### src/rtl/retire_unit_n_pkg.sv
// rtl/retire_unit_n_pkg.sv - shared types for the N-wide retire stage
package retire_unit_n_pkg;

   localparam int PR_W = 6;
   localparam int XLEN = 32;

   // One ROB head entry as seen by retire
   typedef struct packed {
      logic            completed;
      logic [4:0]      arch_reg;
      logic [PR_W-1:0] t_new;
      logic [PR_W-1:0] t_old;
      logic            is_store;
      logic            halt;
      logic            mispredict;
      logic [XLEN-1:0] target_pc;
   } rob_entry_packet_t;

   typedef enum logic [1:0] {
      ST_RUN    = 2'd0,
      ST_SQUASH = 2'd1,
      ST_HALT   = 2'd2
   } retire_state_t;

endpackage

### src/rtl/retire_unit_n_prefix_sel.sv
// rtl/retire_unit_n_prefix_sel.sv - picks the in-order retiring prefix of the ROB head
module retire_prefix_sel
   import retire_unit_n_pkg::*;
#(
   parameter int WIDTH = 3,
   parameter int IDX_W = (WIDTH > 1) ? $clog2(WIDTH) : 1
) (
   input  logic [WIDTH-1:0] valid,
   input  logic [WIDTH-1:0] completed,
   input  logic [WIDTH-1:0] is_store,
   input  logic [WIDTH-1:0] halt,
   input  logic [WIDTH-1:0] mispredict,
   input  logic             sq_commit_ready,
   input  retire_state_t    state,
   output logic [WIDTH-1:0] retire_en,
   output logic             term_valid,
   output logic [IDX_W-1:0] term_idx
);

   logic stop;
   logic store_seen;

   // Scan oldest (WIDTH-1) to youngest; first blocked slot or a retiring halt/mispredict ends the prefix
   always_comb begin
      retire_en  = '0;
      term_valid = 1'b0;
      term_idx   = '0;
      stop       = (state != ST_RUN);
      store_seen = 1'b0;
      for (int i = WIDTH - 1; i >= 0; i--) begin
         if (!stop) begin
            if (!(valid[i] && completed[i])) begin
               stop = 1'b1;
            end else if (is_store[i] && (store_seen || !sq_commit_ready)) begin
               stop = 1'b1;
            end else begin
               retire_en[i] = 1'b1;
               if (is_store[i]) store_seen = 1'b1;
               if (halt[i] || mispredict[i]) begin
                  stop       = 1'b1;
                  term_valid = 1'b1;
                  term_idx   = IDX_W'(i);
               end
            end
         end
      end
   end

endmodule

### src/rtl/retire_unit_n.sv
// rtl/retire_unit_n.sv - N-wide in-order retire with squash, halt and retire counter
module retire_unit_n
   import retire_unit_n_pkg::*;
#(
   parameter int WIDTH = 3,
   parameter int CNT_W = 64
) (
   input  logic                                clock,
   input  logic                                reset,
   input  rob_entry_packet_t [WIDTH-1:0]       rob_head_entry,
   input  logic [WIDTH-1:0]                    rob_head_valid,
   input  logic                                sq_commit_ready,
   output logic [WIDTH-1:0]                    retire_en,
   output logic [$clog2(WIDTH+1)-1:0]          rob_retire_num,
   output logic [WIDTH-1:0]                    map_en,
   output logic [WIDTH-1:0][4:0]               map_ar,
   output logic [WIDTH-1:0][PR_W-1:0]          map_ar_pr,
   output logic [WIDTH-1:0]                    free_en,
   output logic [WIDTH-1:0][PR_W-1:0]          Tolds_out,
   output logic                                st_commit,
   output logic                                squash,
   output logic [XLEN-1:0]                     squash_pc,
   output logic                                halted,
   output logic [CNT_W-1:0]                    retired_insts
);

   localparam int NUM_W = $clog2(WIDTH + 1);
   localparam int IDX_W = (WIDTH > 1) ? $clog2(WIDTH) : 1;

   retire_state_t    state_q, state_d;
   logic             squash_q, squash_d;
   logic [XLEN-1:0]  squash_pc_q, squash_pc_d;
   logic [CNT_W-1:0] retired_insts_q, retired_insts_d;

   logic [WIDTH-1:0] completed_v, is_store_v, halt_v, mispredict_v;
   logic [WIDTH-1:0] sel_en;
   logic             term_valid;
   logic [IDX_W-1:0] term_idx;

   // Unpack per-slot flags for the prefix selector
   always_comb begin
      completed_v  = '0;
      is_store_v   = '0;
      halt_v       = '0;
      mispredict_v = '0;
      for (int i = 0; i < WIDTH; i++) begin
         completed_v[i]  = rob_head_entry[i].completed;
         is_store_v[i]   = rob_head_entry[i].is_store;
         halt_v[i]       = rob_head_entry[i].halt;
         mispredict_v[i] = rob_head_entry[i].mispredict;
      end
   end

   retire_prefix_sel #(.WIDTH(WIDTH), .IDX_W(IDX_W)) u_prefix_sel (
      .valid           (rob_head_valid),
      .completed       (completed_v),
      .is_store        (is_store_v),
      .halt            (halt_v),
      .mispredict      (mispredict_v),
      .sq_commit_ready (sq_commit_ready),
      .state           (state_q),
      .retire_en       (sel_en),
      .term_valid      (term_valid),
      .term_idx        (term_idx)
   );

   // Retire enables and map/free writes; reset suppresses every enable in its own cycle
   always_comb begin
      retire_en      = reset ? '0 : sel_en;
      rob_retire_num = '0;
      st_commit      = 1'b0;
      for (int i = 0; i < WIDTH; i++) begin
         rob_retire_num = rob_retire_num + NUM_W'(retire_en[i]);
         st_commit      = st_commit | (retire_en[i] & rob_head_entry[i].is_store);
         map_en[i]      = retire_en[i] & (rob_head_entry[i].arch_reg != 5'd0);
         free_en[i]     = map_en[i];
         map_ar[i]      = rob_head_entry[i].arch_reg;
         map_ar_pr[i]   = rob_head_entry[i].t_new;
         Tolds_out[i]   = rob_head_entry[i].t_old;
      end
   end

   // Next state: a retiring halt wins over a mispredict on the same slot
   always_comb begin
      state_d         = state_q;
      squash_d        = 1'b0;
      squash_pc_d     = squash_pc_q;
      retired_insts_d = retired_insts_q + CNT_W'(rob_retire_num);
      case (state_q)
         ST_RUN: begin
            if (term_valid) begin
               if (rob_head_entry[term_idx].halt) begin
                  state_d = ST_HALT;
               end else if (rob_head_entry[term_idx].mispredict) begin
                  state_d     = ST_SQUASH;
                  squash_d    = 1'b1;
                  squash_pc_d = rob_head_entry[term_idx].target_pc;
               end
            end
         end
         ST_SQUASH: state_d = ST_RUN;
         ST_HALT:   state_d = ST_HALT;
         default:   state_d = ST_RUN;
      endcase
   end

   // State, squash and counter registers
   always_ff @(posedge clock) begin
      if (reset) begin
         state_q         <= ST_RUN;
         squash_q        <= 1'b0;
         squash_pc_q     <= '0;
         retired_insts_q <= '0;
      end else begin
         state_q         <= state_d;
         squash_q        <= squash_d;
         squash_pc_q     <= squash_pc_d;
         retired_insts_q <= retired_insts_d;
      end
   end

   assign squash        = squash_q;
   assign squash_pc     = squash_pc_q;
   assign halted        = (state_q == ST_HALT);
   assign retired_insts = retired_insts_q;

endmodule

### config.mk
export PLATFORM = sky130hd
export DESIGN_NAME = retire_unit_n
export DESIGN_NICKNAME = d
export VERILOG_FILES = /design/src/rtl/retire_unit_n_pkg.sv /design/src/rtl/retire_unit_n_prefix_sel.sv /design/src/rtl/retire_unit_n.sv
export SDC_FILE = /design/constraint.sdc
export NUM_CORES = 1
export LEC_CHECK = 0
export CORE_MARGIN = 1.5
export CORE_UTILIZATION = 30
export CTS_BUF_LIST = sky130_fd_sc_hd__clkbuf_16
export DETAILED_ROUTE_END_ITERATION = 16
export PLACE_DENSITY = 0.7
export SETUP_SLACK_MARGIN = 0.05
export SLEW_MARGIN = 20
export SYNTH_ARGS = -nofsm -noshare
export SYNTH_HDL_FRONTEND = slang
export SYNTH_SLANG_ARGS = --single-unit
### constraint.sdc
create_clock -name clock -period 6.1 [get_ports clock]
set_input_delay 1.22 -clock clock [delete_from_list [all_inputs] [get_ports clock]]
set_output_delay 1.22 -clock clock [all_outputs]
set_load 0.01 [all_outputs]
# Word level (Yosys, flattened, before mapping)
# Index checks and enable logic that the tools add are counted.
# W data, S select, Z words.
[totals]
mem_bits_rw = 0
memories = 0
regBits = 99
in_bits = 165
rom_bits = 0
elab_cells = 98
latchBits = 0
out_inout_bits = 161
[op_classes]
reduce_logical = 20
add_sub_neg = 3
mux = 56
order_cmp = 1
div_mod_pow = 0
bitwise_logic = 11
multipliers = 0
shifts = 0
eq_ne = 3
[op_table]
columns = ["operator", "n"]
rows = [
  ["$bmux W53 S2", 1],
  ["$add A64 B2 Y64", 1],
  ["$mux W1", 37],
  ["$mux W34", 1],
  ["$mux W2", 15],
  ["$reduce_bool A5 Y1", 3],
  ["$and A1 B1 Y1", 6],
  ["$logic_and A1 B1 Y1", 6],
  ["$logic_or A1 B1 Y1", 5],
  ["$pmux W2 S2", 1],
  ["$reduce_and A4 Y1", 1],
  ["$reduce_or A4 Y1", 1],
  ["$lt A2 B3 Y1 const B", 1],
  ["$mux W3", 1],
  ["$ne A3 B3 Y1 const B", 1],
  ["$not A1 Y1", 3],
  ["$add A1 B1 Y2", 1],
  ["$add A2 B1 Y2", 1],
  ["$eq A2 B2 Y1 const B", 1],
  ["$logic_not A2 Y1", 1],
  ["$ne A2 B2 Y1 const B", 1],
  ["$or A1 B1 Y1", 2],
  ["$reduce_and A2 Y1", 1],
  ["$reduce_bool A2 Y1", 1],
  ["$logic_not A1 Y1", 1],
]

# Logic depth before layout (Yosys ltp)
# Gate-level depths: netlist of the first run.
[logic_depth]
word_depth = 21
mapped_depth = 16
mapped_depth_nobuf = 15

# By module
# From an unflattened synthesis of the first run, not the netlist that was laid out.
[unflattened]
cells_unflattened = 659
area_unflattened_um2 = 5429.0
[by_module_without_submodules]
columns = ["mod", "n_inst", "cells_each", "area_per_inst_um2"]
rows = [
  ["retire_unit_n", 1, 638, 5263.8],
  ["retire_prefix_sel", 1, 21, 165.2],
]

# Least setup slack after synthesis of the first run
# Ideal clock, no wire load.
[synth_timing]
kind = "input-to-reg"
startpoint = "input rob_head_valid[2]"
endpoint = "register retired_insts_q[48], in the netlist retired_insts[48]"
path_stages = 16
setup_time_ns = 0.128
path_buffers = 1
t_arrival_ns = 4.634
required_time_ns = 5.972
setup_slack_ns = 1.339
cell_sequence = "nand4bb_2 -> nor3_1 -> nand3_1 -> nor2_1 -> inv_1 -> nor2_1 -> fa_1 -> ha_1 -> fa_1 -> and2_1 -> and3_1 -> and3b_1 -> clkbuf_1 -> and4_1 -> xnor2_1 -> nor2_1"
[synth_via]
word_cells_on_any_way = 28
cone_classes = "add/sub: 3; mux: 20; reduce/logical: 5"
[synth_rtl]
columns = ["element", "line_no", "rtl"]
rows = [
  ["start, declared", "retire_unit_n.sv:11", "input logic [WIDTH-1:0] rob_head_valid,"],
  ["$logic_and A1 B1 Y1 *", "retire_unit_n_prefix_sel.sv:32", "if (!(valid[i] && completed[i])) begin"],
  ["$mux W1", "retire_unit_n_prefix_sel.sv:32", ""],
  ["$mux W1", "retire_unit_n_prefix_sel.sv:31", "if (!stop) begin"],
  ["$logic_or A1 B1 Y1", "retire_unit_n_prefix_sel.sv:34", "end else if (is_store[i] && (store_seen || !sq_commit_ready)) begin"],
  ["$logic_and A1 B1 Y1", "retire_unit_n_prefix_sel.sv:34", ""],
  ["$mux W1", "retire_unit_n_prefix_sel.sv:34", ""],
  ["$mux W1", "retire_unit_n_prefix_sel.sv:32", ""],
  ["$mux W1 *", "retire_unit_n_prefix_sel.sv:31", ""],
  ["$mux W3 *", "retire_unit_n.sv:69", "retire_en = reset ? '0 : sel_en;"],
  ["net retire_en[1]", "retire_unit_n.sv:13", "output logic [WIDTH-1:0] retire_en,"],
  ["$add A1 B1 Y2 *", "retire_unit_n.sv:73", "rob_retire_num = rob_retire_num + NUM_W'(retire_en[i]);"],
  ["$add A2 B1 Y2 *", "retire_unit_n.sv:73", ""],
  ["net rob_retire_num[0]", "retire_unit_n.sv:14", "output logic [$clog2(WIDTH+1)-1:0] rob_retire_num,"],
  ["$add A64 B2 Y64 *", "retire_unit_n.sv:88", "retired_insts_d = retired_insts_q + CNT_W'(rob_retire_num);"],
  ["end signal, assigned", "retire_unit_n.sv:118", "retired_insts_q <= retired_insts_d;"],
  ["end, declared", "retire_unit_n.sv:33", "logic [CNT_W-1:0] retired_insts_q, retired_insts_d;"],
]
# The timed path passes the listed nets; every way through them passes the cells marked *.
# A chain may end at the register's enable or synchronous reset.

# Worst setup path in the final report of the first run
[layout_timing]
startpoint = "input rob_head_entry[87] in the netlist's numbering"
endpoint = "output rob_retire_num[0]"
[layout_via]
elab_chain_len = 12
word_cells_on_any_way = 19
cone_classes = "add/sub: 2; mux: 14; reduce/logical: 3"
[layout_lines]
columns = ["element", "line_no", "rtl"]
rows = [
  ["start, declared", "retire_unit_n.sv:10", "input rob_entry_packet_t [WIDTH-1:0] rob_head_entry,"],
  ["$mux W1 or $logic_and A1 B1 Y1 (tied branches)", "retire_unit_n_prefix_sel.sv:38, retire_unit_n_prefix_sel.sv:34", ""],
  ["$mux W1", "retire_unit_n_prefix_sel.sv:34", ""],
  ["$mux W1", "retire_unit_n_prefix_sel.sv:32", ""],
  ["$mux W1", "retire_unit_n_prefix_sel.sv:31", ""],
  ["$logic_or A1 B1 Y1", "retire_unit_n_prefix_sel.sv:34", ""],
  ["$logic_and A1 B1 Y1", "retire_unit_n_prefix_sel.sv:34", ""],
  ["$mux W1", "retire_unit_n_prefix_sel.sv:34", ""],
  ["$mux W1", "retire_unit_n_prefix_sel.sv:32", ""],
  ["$mux W1", "retire_unit_n_prefix_sel.sv:31", ""],
  ["$mux W3 *", "retire_unit_n.sv:69", ""],
  ["$add A1 B1 Y2 *", "retire_unit_n.sv:73", ""],
  ["$add A2 B1 Y2 *", "retire_unit_n.sv:73", ""],
  ["end, declared", "retire_unit_n.sv:14", ""],
]
# Mark *: on every way between the ends. The rest lies on a longest branch, timed or not.

==> summary.md, run 1 <==
| Metric | Value |
|---|---|
| Outcome | complete, no violations |
| Final GP Congestion | 0.877 |
| Worst hold path type | reg -> reg |
| Area contributors post-synth | dfxtp_1, buf_4, mux2i_1 |
| EDFF count, synth | 0 |
| Yosys top cell area share | 33.9% |
| Max-cap check violation count | 0 |
| Worst Reg-to-Reg Cells | 16 |
| Syn Area/Cell | 8.84 um2 |
| Num ports | 326 |
| Synth Net Count | 830 |
| Rel. slew slack | 25.6% |
| Crit path launch | rob_head_entry[87] |
| Cell Int Power | 1.10 mW |
| Pwr dens | 171 nW/um2 |
| Layout cell share with drive strength beyond 1 | 7.38% |
| Clock-pin slew on the worst setup and hold paths | 0.07 ns |
| H-tree depth | 3 |
| Crit share post-route | 83.5% |
| Yosys reg bits | 99 |
| Routed WL per cell | 15.9 um |
| Drt pass-1 iters | 5 |
| Seq pwr share | 45.3% |
| Post-detailed-route count of antenna-violating nets | 0 |
| DP Wirelength | 12.9 mm |
| Critical path startpoint category | input pin |
| Port bufs | 253 |
| Async S/R FF share, synth | 0% |
| DRC | 0 |
| CTS tree | done |
| Hold buffer count at CTS | 0 |
| RSZ-0062 raised after global routing | no |
| YS warnings | 0 |
| Slew Limit Fails | 0 |
| DRT Wirelength | 17.5 mm |
| CP arrival | 3.87 ns |
| Die W | 143 um |
| Crit Path Category | in -> out |
| Cell area after synthesis | 5850 um2 |
| Max Fclk | 0.196 GHz |
| Main synth FF type | dfxtp_1 |
| Combinational cell fraction of total power | 15.0% |
| Ant diodes | 0 |
| Critical path fanouts, max | 4 |
| Core ar. | 18900 um2 |
| Seq. cell area | 1980 um2 |
| Reg-to-reg endpoint | retired_insts[48]$_SDFF_PP0_ |
| Vias per cell | 4.85 |
| Setup violators final | 0 |
| Most frequent cell after synthesis | dfxtp_1 |
| Area Overhead vs Synth | 44.8% |
| Sw Pwr | 351 uW |
| Site row count | 50 |
| Reg-to-reg slack, setup | 2.05 ns |
| First-pass GRT wire length | 26.5 mm |
| Largest net degree at the start of global routing | 73 |
| GRT overflow | 0 |
| Layout Nets | 1005 |
| Post-route minimum period | 5.09 ns |
| Area of the multi-input gates | 3250 um2 |
| Area leader, netlist | dfxtp_1 |
| Hold Fails Final Rpt | 0 |
| Number of global-route vias before repair | 4985 |
| Sequential area share after synthesis | 33.9% |
| Gate Count Post-Synth | 661 |
| Top cells by count, synth | dfxtp_1, nor2_1, buf_4 |
| Initial antenna violation count | 0 |
| Crit. End Element | primary output |
| Initial drt markers | 218 |
| Hold WS | 0.477 ns |
| Worst path required time | 4.88 ns |
| Die area | 20300 um2 |
| Layout filler cell count | 1856 |
| Later-pin clock latency in the skew report | 0.35 ns |
| Worst reg2reg path startpoint | state_q[1]$_SDFFE_PP0P_ |
| CTS root buf | clkbuf_16 |
| Switching Fraction | 24.2% |
| Total CTS buffers | 9 |
| Slew @ Worst Pin | 1.11 ns |
| Die H | 143 um |
| Critical path destination | rob_retire_num[0] |
| Peak VDD IR | 0.000148 V |
| Initial Util | 30.9% |
| Post-route setup TNS | 0 ns |
| Clk buf depth | 2 |
| Yosys cell types | 51 |
| Postcts setup bufs | 0 |
| Via count | 5335 |
| Sink Count | 99 |
| P_leak | 2.92 nW |
| GR Util All Layers | 16.5% |
| Clk pwr share | 39.8% |
| # resized after CTS | 0 |
| Max Clock Skew | 0.00703 ns |
==> cell usage in the layout (no fill, tap or decap), drive strengths merged, types with 8 or more instances in the layout <==
cell,n
clkdlybuf4s50,252
nor2,69
a21oi,10
dfxtp,99
mux2,32
o41ai,33
nand2,23
inv,9
or3,8
clkbuf,9
nand3,26
xnor2,19
nand4,14
mux2i,32
xor2,35
and4,9
nor3,18
o21ai,42
buf,9
nor2b,37
and3,16
==> registers in the layout, summed over array words and instances (netlist names) <==
name / flops
retired_insts: 64
squash_pc: 32
state_q: 2
squash: 1
==> worst max-delay path, cell delays in order <==
cell	delay (ns)
clkdlybuf4s50_1	0.53
nor2b_1	0.40
nor3_1	0.10
nand3_1	0.08
nor2_1	0.05
buf_4	0.14
inv_1	0.09
nor2_1	0.08
fa_1	0.62
clkdlybuf4s50_1	0.57
==> how the worst min path moves through the flow <==
stage	slack (ns)	cells after the start	end	from
2_1_floorplan	0.43	1	state_q[1]$_SDFFE_PP0P_	state_q[0]$_SDFFE_PP0P_
3_3_place_gp	0.47	1	state_q[1]$_SDFFE_PP0P_	state_q[0]$_SDFFE_PP0P_
3_5_place_dp	0.47	1	state_q[1]$_SDFFE_PP0P_	state_q[0]$_SDFFE_PP0P_
4_1_cts	0.48	1	state_q[1]$_SDFFE_PP0P_	state_q[0]$_SDFFE_PP0P_
5_1_grt	0.49	1	state_q[1]$_SDFFE_PP0P_	state_q[0]$_SDFFE_PP0P_
6_report	0.48	1	state_q[1]$_SDFFE_PP0P_	state_q[0]$_SDFFE_PP0P_
==> per-stage QoR <==
| stage | cell area (um2) | cells | setup WS [ns] | utilization, % | power [mW] |
|---|---|---|---|---|---|
| final | 8470 | 1100 | 1.01 | 44.8 | 1.45 |
| after global routing | 8470 | 1100 | 0.712 | 44.8 | 1.51 |
| after CTS | 8450 | 1100 | 1.05 | 44.7 | 1.47 |
| after detailed placement | 8160 | 1085 | 0.769 | 43.2 | 0.888 |
| after global placement | 8160 | 1085 | 0.831 | 43.2 | 0.886 |
| after floorplan | 5850 | 661 | 1.34 | - | 0.790 |
==> power by group through the flow <==
stage | logic [mW] | registers (mW) | clock network (mW)
floorplan | 0.116 | 0.674 | 0
global placement | 0.215 | 0.671 | 0
detailed placement | 0.217 | 0.671 | 0
CTS | 0.218 | 0.656 | 0.596
global route | 0.233 | 0.657 | 0.622
finish | 0.217 | 0.656 | 0.577
==> routing by layer <==
metal	GRT usage (%)	routed length, um	vias to the layer above
met5	0	0	-
met4	7.16	516	0
met3	4.74	1420	43
met2	26.4	7920	190
met1	20.6	7680	2460
li1	-	-	2642
==> area by class of cell <==
class                      instances  area share (%)
inverter                           7           0.310
clock inverter                     6           0.768
tap                              260            3.84
timing repair buffer             261            30.6
clock buffer                       9            2.66
sequential                        99            23.4
multi-input combinational        458            38.4
==> logic make-up (layout without fill, tap and decap cells) <==
group	after synthesis	count (layout)	share of synthesized area (%)
xor+xnor	54	54	8.09
simple gates	240	240	22.4
compound gates	96	96	11.8
mux	64	64	11.6
fa+ha+maj	4	4	1.11
buf+inv	104	283	11.0
flops	99	99	33.9
(Power assumes the default switching activity.)
==> inputs of run 2 (changes only) <==
==> constraint.sdc (replaced) <==
create_clock -name clock -period 4.8 [get_ports clock]
set_input_delay 0.96 -clock clock [delete_from_list [all_inputs] [get_ports clock]]
set_output_delay 0.96 -clock clock [all_outputs]
set_load 0.01 [all_outputs]
==> summary.md, run 2 (synthesized netlist as in run 1, its figures left out) <==
| Metric | Value |
|---|---|
| First-pass GRT wire length | 26.6 mm (+0.39%) |
| # resized after CTS | 0 (unchanged) |
| Pre-CTS setup slack | -0.00580 ns (-0.774 ns) |
| Pwr dens | 218 nW/um2 (+27%) |
| Via count | 5318 (-0.32%) |
| Initial drt markers | 160 (-27%) |
| Sink Count | 99 (unchanged) |
| DRC | 0 (unchanged) |
| Area Overhead vs Synth | 47.5% |
| Max-cap check violation count | 0 (unchanged) |
| Initial antenna violation count | 0 (unchanged) |
| Post-detailed-route count of antenna-violating nets | 0 (unchanged) |
| Layout cell share with drive strength beyond 1 | 9.32% (+1.9 points) |
| Postcts setup bufs | 0 (unchanged) |
| Layout Nets | 1022 (+1.7%) |
| Routed WL per cell | 15.5 um (-2.7%) |
| Critical path fanouts, max | 7 (+3) |
| P_leak | 2.98 nW (+1.9%) |
| CTS tree | done |
| Setup violators final | 0 (unchanged) |
| Slew @ Worst Pin | 0.760 ns (-0.353 ns) |
| Drt pass-1 iters | 4 (-1) |
| Clock-pin slew on the worst setup and hold paths | 0.08 ns (about the same) |
| Number of global-route vias before repair | 5004 (+0.38%) |
| Crit Path Category | in -> reg |
| Worst path required time | 5.08 ns (+0.20 ns) |
| Initial Util | 30.9% (unchanged) |
| RSZ-0062 raised after global routing | no |
| Hold buffer count at CTS | 0 (unchanged) |
| Hold WS | 0.472 ns (-0.00426 ns) |
| Max Clock Skew | 0.0141 ns (+0.00703 ns) |
| Site row count | 50 (unchanged) |
| Crit. End Element | flop |
| Final GP Congestion | 0.885 (+0.92%) |
| Outcome | complete, no violations |
| Die W | 143 um (unchanged) |
| Rel. slew slack | 49.2% (+24 points) |
| Crit share post-route | 92.7% |
| Port bufs | 253 (unchanged) |
| Post-route setup TNS | 0 ns (unchanged) |
| Max FFs per register | 64 (unchanged) |
| Max Fclk | 0.225 GHz |
| Num ports | 326 (unchanged) |
| Core ar. | 18900 um2 (unchanged) |
| Most frequent cells in the layout | clkdlybuf4s50_1, dfxtp_1, nor2_1, o21ai_0, nor2b_1 |
| H-tree depth | 3 (unchanged) |
| GRT overflow | 0 (unchanged) |
| Post-route minimum period | 4.45 ns |
| GR Util All Layers | 16.7% (+0.18 points) |
| Slew Limit Fails | 0 (unchanged) |
| Setup WS post-layout | 0.353 ns (-0.654 ns) |
| Clk buf depth | 2 (unchanged) |
| DP Wirelength | 13.0 mm (+1.3%) |
| Total CTS buffers | 9 (unchanged) |
| Largest net degree at the start of global routing | 72 (-1.4%) |
| Most common library cell in the layout ignoring fill and taps | clkdlybuf4s50_1 |
| Die H | 143 um (unchanged) |
| CTS root buf | clkbuf_16 |
| Vias per cell | 4.76 (-1.9%) |
| Worst hold path type | reg -> reg |
| Die area | 20300 um2 (unchanged) |
| Later-pin clock latency in the skew report | 0.36 ns (about the same) |
| Critical path startpoint category | input pin |
| Peak VDD IR | 0.000150 V (+1.2%) |
| DRT Wirelength | 17.3 mm (-1.1%) |
| Hold Fails Final Rpt | 0 (unchanged) |
| CP arrival | 4.73 ns (+0.86 ns) |
| Ant diodes | 0 (unchanged) |
[run 2: path summary, 6_finish.rpt]
| check | start | end | slack [ns] | cells past startpoint |
|---|---|---|---|---|
| hold / removal | state_q[0]$_SDFFE_PP0P_ | state_q[1]$_SDFFE_PP0P_ | 0.47 | 1 |
| setup / recovery | rob_head_entry[87] | retired_insts[62]$_SDFF_PP0_ | 0.35 | 15 |
| setup reg to reg | state_q[1]$_SDFFE_PP0P_ | retired_insts[54]$_SDFF_PP0_ | 1.09 | 16 |
| hold reg to reg | state_q[0]$_SDFFE_PP0P_ | state_q[1]$_SDFFE_PP0P_ | 0.47 | 1 |
[run 2: cell type report]
cell class                      instances  area [um2]
Sequential cell                        99        1980
Clock inverter                          7        85.1
Clock buffer                            9         225
Tap cell                              260         325
Timing Repair Buffer                  278        2730
Multi-Input combinational cell        458        3250
Inverter                                7        26.3
Fill cell                            1863       10300
[run 2: critical path: stages]
cell	delay, ns
clkdlybuf4s50_1	0.51
nor3b_1	0.29
a311oi_2	0.15
o2111ai_2	0.23
nor2_1	0.11
fa_1	0.60
ha_1	0.20
fa_1	0.21
and2_1	0.17
and3_1	0.32
and3b_1	0.27
buf_4	0.17
nand3_1	0.09
or3_1	0.32
a21oi_1	0.14
[run 2: power breakdown]
part / switching (mW) / internal, mW / total (mW)
Combinational: 0.113 / 0.169 / 0.281
Clock: 0.347 / 0.414 / 0.761
Sequential: 0.00422 / 0.829 / 0.834
Total: 0.464 / 1.41 / 1.88
[run 2: routing by layer]
metal / global-route usage [%] / up-vias / wire length (um)
li1: - / 2667 / -
met1: 20.7 / 2443 / 7560
met2: 27.3 / 168 / 7850
met3: 4.71 / 40 / 1450
met4: 6.62 / 0 / 476
met5: 0 / - / 0
[run 2: stage by stage]
| step | instance area [um2] | power (mW) | util (%) | instances |
|---|---|---|---|---|
| floorplan | 5850 | 1.00 | - | 661 |
| global placement | 8300 | 1.13 | 43.9 | 1102 |
| detailed placement | 8300 | 1.13 | 43.9 | 1102 |
| CTS | 8610 | 1.91 | 45.6 | 1118 |
| global route | 8620 | 1.95 | 45.6 | 1118 |
| finish | 8620 | 1.88 | 45.6 | 1118 |
==> inputs of run 3 (changes only) <==
--- a/config.mk
+++ b/config.mk
@@ -5,12 +5,14 @@
 export SDC_FILE = /design/constraint.sdc
 export NUM_CORES = 1
 export LEC_CHECK = 0
+export CORE_ASPECT_RATIO = 1.75
 export CORE_MARGIN = 1.5
 export CORE_UTILIZATION = 30
 export CTS_BUF_LIST = sky130_fd_sc_hd__clkbuf_16
 export DETAILED_ROUTE_END_ITERATION = 16
 export PLACE_DENSITY = 0.7
 export SETUP_SLACK_MARGIN = 0.05
+export SKIP_LAST_GASP = 1
 export SLEW_MARGIN = 20
 export SYNTH_ARGS = -nofsm -noshare
 export SYNTH_HDL_FRONTEND = slang
==> summary.md, run 3 (synthesized netlist as in run 1, its figures left out) <==
| Metric | Value |
|---|---|
| Total CTS buffers | 9 (unchanged) |
| Die H | 188 um (+32%) |
| Max FFs per register | 64 (unchanged) |
| Top cell family by delay on the critical path | simple AND/OR/NAND/NOR gates |
| Hold buffer count at CTS | 0 (unchanged) |
| Worst Reg-to-Reg Cells | 16 (unchanged) |
| Pwr dens | 219 nW/um2 (+0.45%) |
| CTS root buf | clkbuf_16 |
| Most common library cell in the layout ignoring fill and taps | clkdlybuf4s50_1 |
| Num ports | 326 (unchanged) |
| Hold Fails Final Rpt | 0 (unchanged) |
| Initial drt markers | 124 (-23%) |
| DRC | 0 (unchanged) |
| Largest net degree at the start of global routing | 73 (+1.4%) |
| Max-cap check violation count | 0 (unchanged) |
| P_leak | 2.98 nW (about the same) |
| Final Non-Filler Cells | 1099 (-1.7%) |
| Site row count | 67 (+34%) |
| Max Clock Skew | 0.00808 ns (-0.00598 ns) |
| Die area | 20400 um2 (+0.16%) |
| Postcts setup bufs | 0 (unchanged) |
| Port bufs | 253 (unchanged) |
| Routed WL per cell | 16.2 um (+4.3%) |
| Hold Crit Start | state_q[0]$_SDFFE_PP0P_ |
| Vias per cell | 4.93 (+3.6%) |
| Post-route minimum period | 4.36 ns (-0.0833 ns) |
| Crit Path Category | in -> reg |
| Crit path launch | rob_head_entry[87] |
| Crit path buffers/inverters | 2 (unchanged) |
| Clk buf depth | 2 (unchanged) |
| Critical-path cell list | clkdlybuf4s50_1, nor3b_1, a311oi_2, o2111ai_2, nor2_1, fa_1, ha_1, fa_1, and2_1, and3_1, nand4_1, buf_4, nor4_1, xnor2_1, nor2_1 |
| Critical path startpoint category | input pin |
| Slew Limit Fails | 0 (unchanged) |
| H-tree depth | 3 (unchanged) |
| Post-route setup TNS | 0 ns (unchanged) |
| Crit share post-route | 90.9% (-1.7 points) |
| # resized after CTS | 0 (unchanged) |
| DP Cell Count | 1083 (-1.7%) |
| CP max-delay cell | fa_1 |
| Slew @ Worst Pin | 0.756 ns (-0.00405 ns) |
| Final GP Congestion | 0.800 (-9.6%) |
| Drt pass-1 iters | 6 (+2) |
| Worst hold path type | reg -> reg |
| Post-detailed-route count of antenna-violating nets | 0 (unchanged) |
| Critical path destination | retired_insts[40]$_SDFF_PP0_ |
| DP Wirelength | 13.6 mm (+4.1%) |
| GRT overflow | 0 (unchanged) |
| Most frequent cells in the layout | clkdlybuf4s50_1, dfxtp_1, nor2_1, o21ai_0, nor2b_1 |
| Reg-to-reg slack, setup | 1.16 ns (+0.07 ns) |
| CP arrival | 4.58 ns (-0.15 ns) |
| Area Overhead vs Synth | 46.8% |
| Core ar. | 19100 um2 (+1.2%) |
| DRT Wirelength | 17.8 mm (+2.5%) |
| Setup violators final | 0 (unchanged) |
| First-pass GRT wire length | 27.0 mm (+1.3%) |
| Number of global-route vias before repair | 5247 (+4.9%) |
| Rel. slew slack | 49.6% (+0.39 points) |
| Reg-to-reg endpoint | retired_insts[54]$_SDFF_PP0_ |
| Ant diodes | 0 (unchanged) |
| Later-pin clock latency in the skew report | 0.35 ns (about the same) |
| Total power | 1.88 mW (about the same) |
| RSZ-0062 raised after global routing | no |
| GR Util All Layers | 16.9% (+0.22 points) |
| Initial Util | 30.6% (-0.36 points) |
| Crit. End Element | flop |
| Layout Nets | 1022 (unchanged) |
| Max incr delay on CP | 0.58 ns (-0.02 ns) |
| Worst path required time | 5.02 ns (-0.06 ns) |
| Critical path fanouts, max | 6 (-1) |
| Via count | 5414 (+1.8%) |
| Worst reg2reg path startpoint | state_q[1]$_SDFFE_PP0P_ |
| Layout cell share with drive strength beyond 1 | 9.44% (+0.12 points) |
| Die W | 109 um (-24%) |
| Outcome | complete, no violations |
| Sink Count | 99 (unchanged) |
| Crit path depth | 15 (unchanged) |
| Clock-pin slew on the worst setup and hold paths | 0.08 ns (about the same) |
| Max Fclk | 0.229 GHz (+1.9%) |
| CTS tree | done |
| Final core occ | 44.9% (-0.72 points) |
| Peak VDD IR | 0.000141 V (-6.0%) |
| Initial antenna violation count | 0 (unchanged) |
-- run 3: changes by cell type in the layout (fill, tap and decap cells not counted), sizes merged --
cell / change
clkinv: -2
clkinvlp: +1
inv: +1
-- run 3: final cells by class --
class / count / area [um2]
fill: 1877 / 10500
multi-input combinational: 458 / 3250
timing repair buffer: 278 / 2720
sequential: 99 / 1980
tap: 241 / 302
clock buffer: 9 / 225
clock inverter: 7 / 83.8
inverter: 7 / 26.3
-- run 3: worst min-delay path by stage --
| stage | endpoint | slack (ns) | cells after the start |
|---|---|---|---|
| finish | state_q[1]$_SDFFE_PP0P_ | 0.51 | 1 |
| global route | state_q[1]$_SDFFE_PP0P_ | 0.53 | 1 |
| CTS | state_q[1]$_SDFFE_PP0P_ | 0.51 | 1 |
| detailed placement | state_q[1]$_SDFFE_PP0P_ | 0.49 | 1 |
| global placement | state_q[1]$_SDFFE_PP0P_ | 0.48 | 1 |
| floorplan | state_q[1]$_SDFFE_PP0P_ | 0.43 | 1 |
-- run 3: worst reg2reg max path: cells and delay by family (launching register included) --
family        cells  cell delay, ns
fa+ha+maj         3            1.13
flops             1            0.33
buf+inv           2            0.27
simple gates     10            1.64
xor+xnor          1            0.16
-- run 3: metrics by stage --
step / hold slack (ns) / cell area (um2) / setup slack [ns]
floorplan: 0.430 / 5850 / 0.299
global placement: 0.480 / 8260 / 0.153
detailed placement: 0.495 / 8260 / 0.114
CTS: 0.513 / 8570 / 0.441
global route: 0.528 / 8580 / 0.196
finish: 0.507 / 8580 / 0.436
-- run 3: per-layer routing --
| layer | share of wire (%) | vias up | global-route usage [%] | wire [um] |
|---|---|---|---|---|
| met2 | 50 | 176 | 30.0 | 8900 |
| met3 | 6.9 | 68 | 3.27 | 1230 |
| met1 | 36 | 2497 | 17.0 | 6460 |
| met5 | 0 | - | 0 | 0 |
| li1 | - | 2673 | - | - |
| met4 | 6.6 | 0 | 12.4 | 1180 |
-- run 3: where the power goes --
| group | internal, mW | switching [mW] |
|---|---|---|
| Combinational | 0.167 | 0.111 |
| Sequential | 0.829 | 0.00429 |
| Clock | 0.415 | 0.349 |
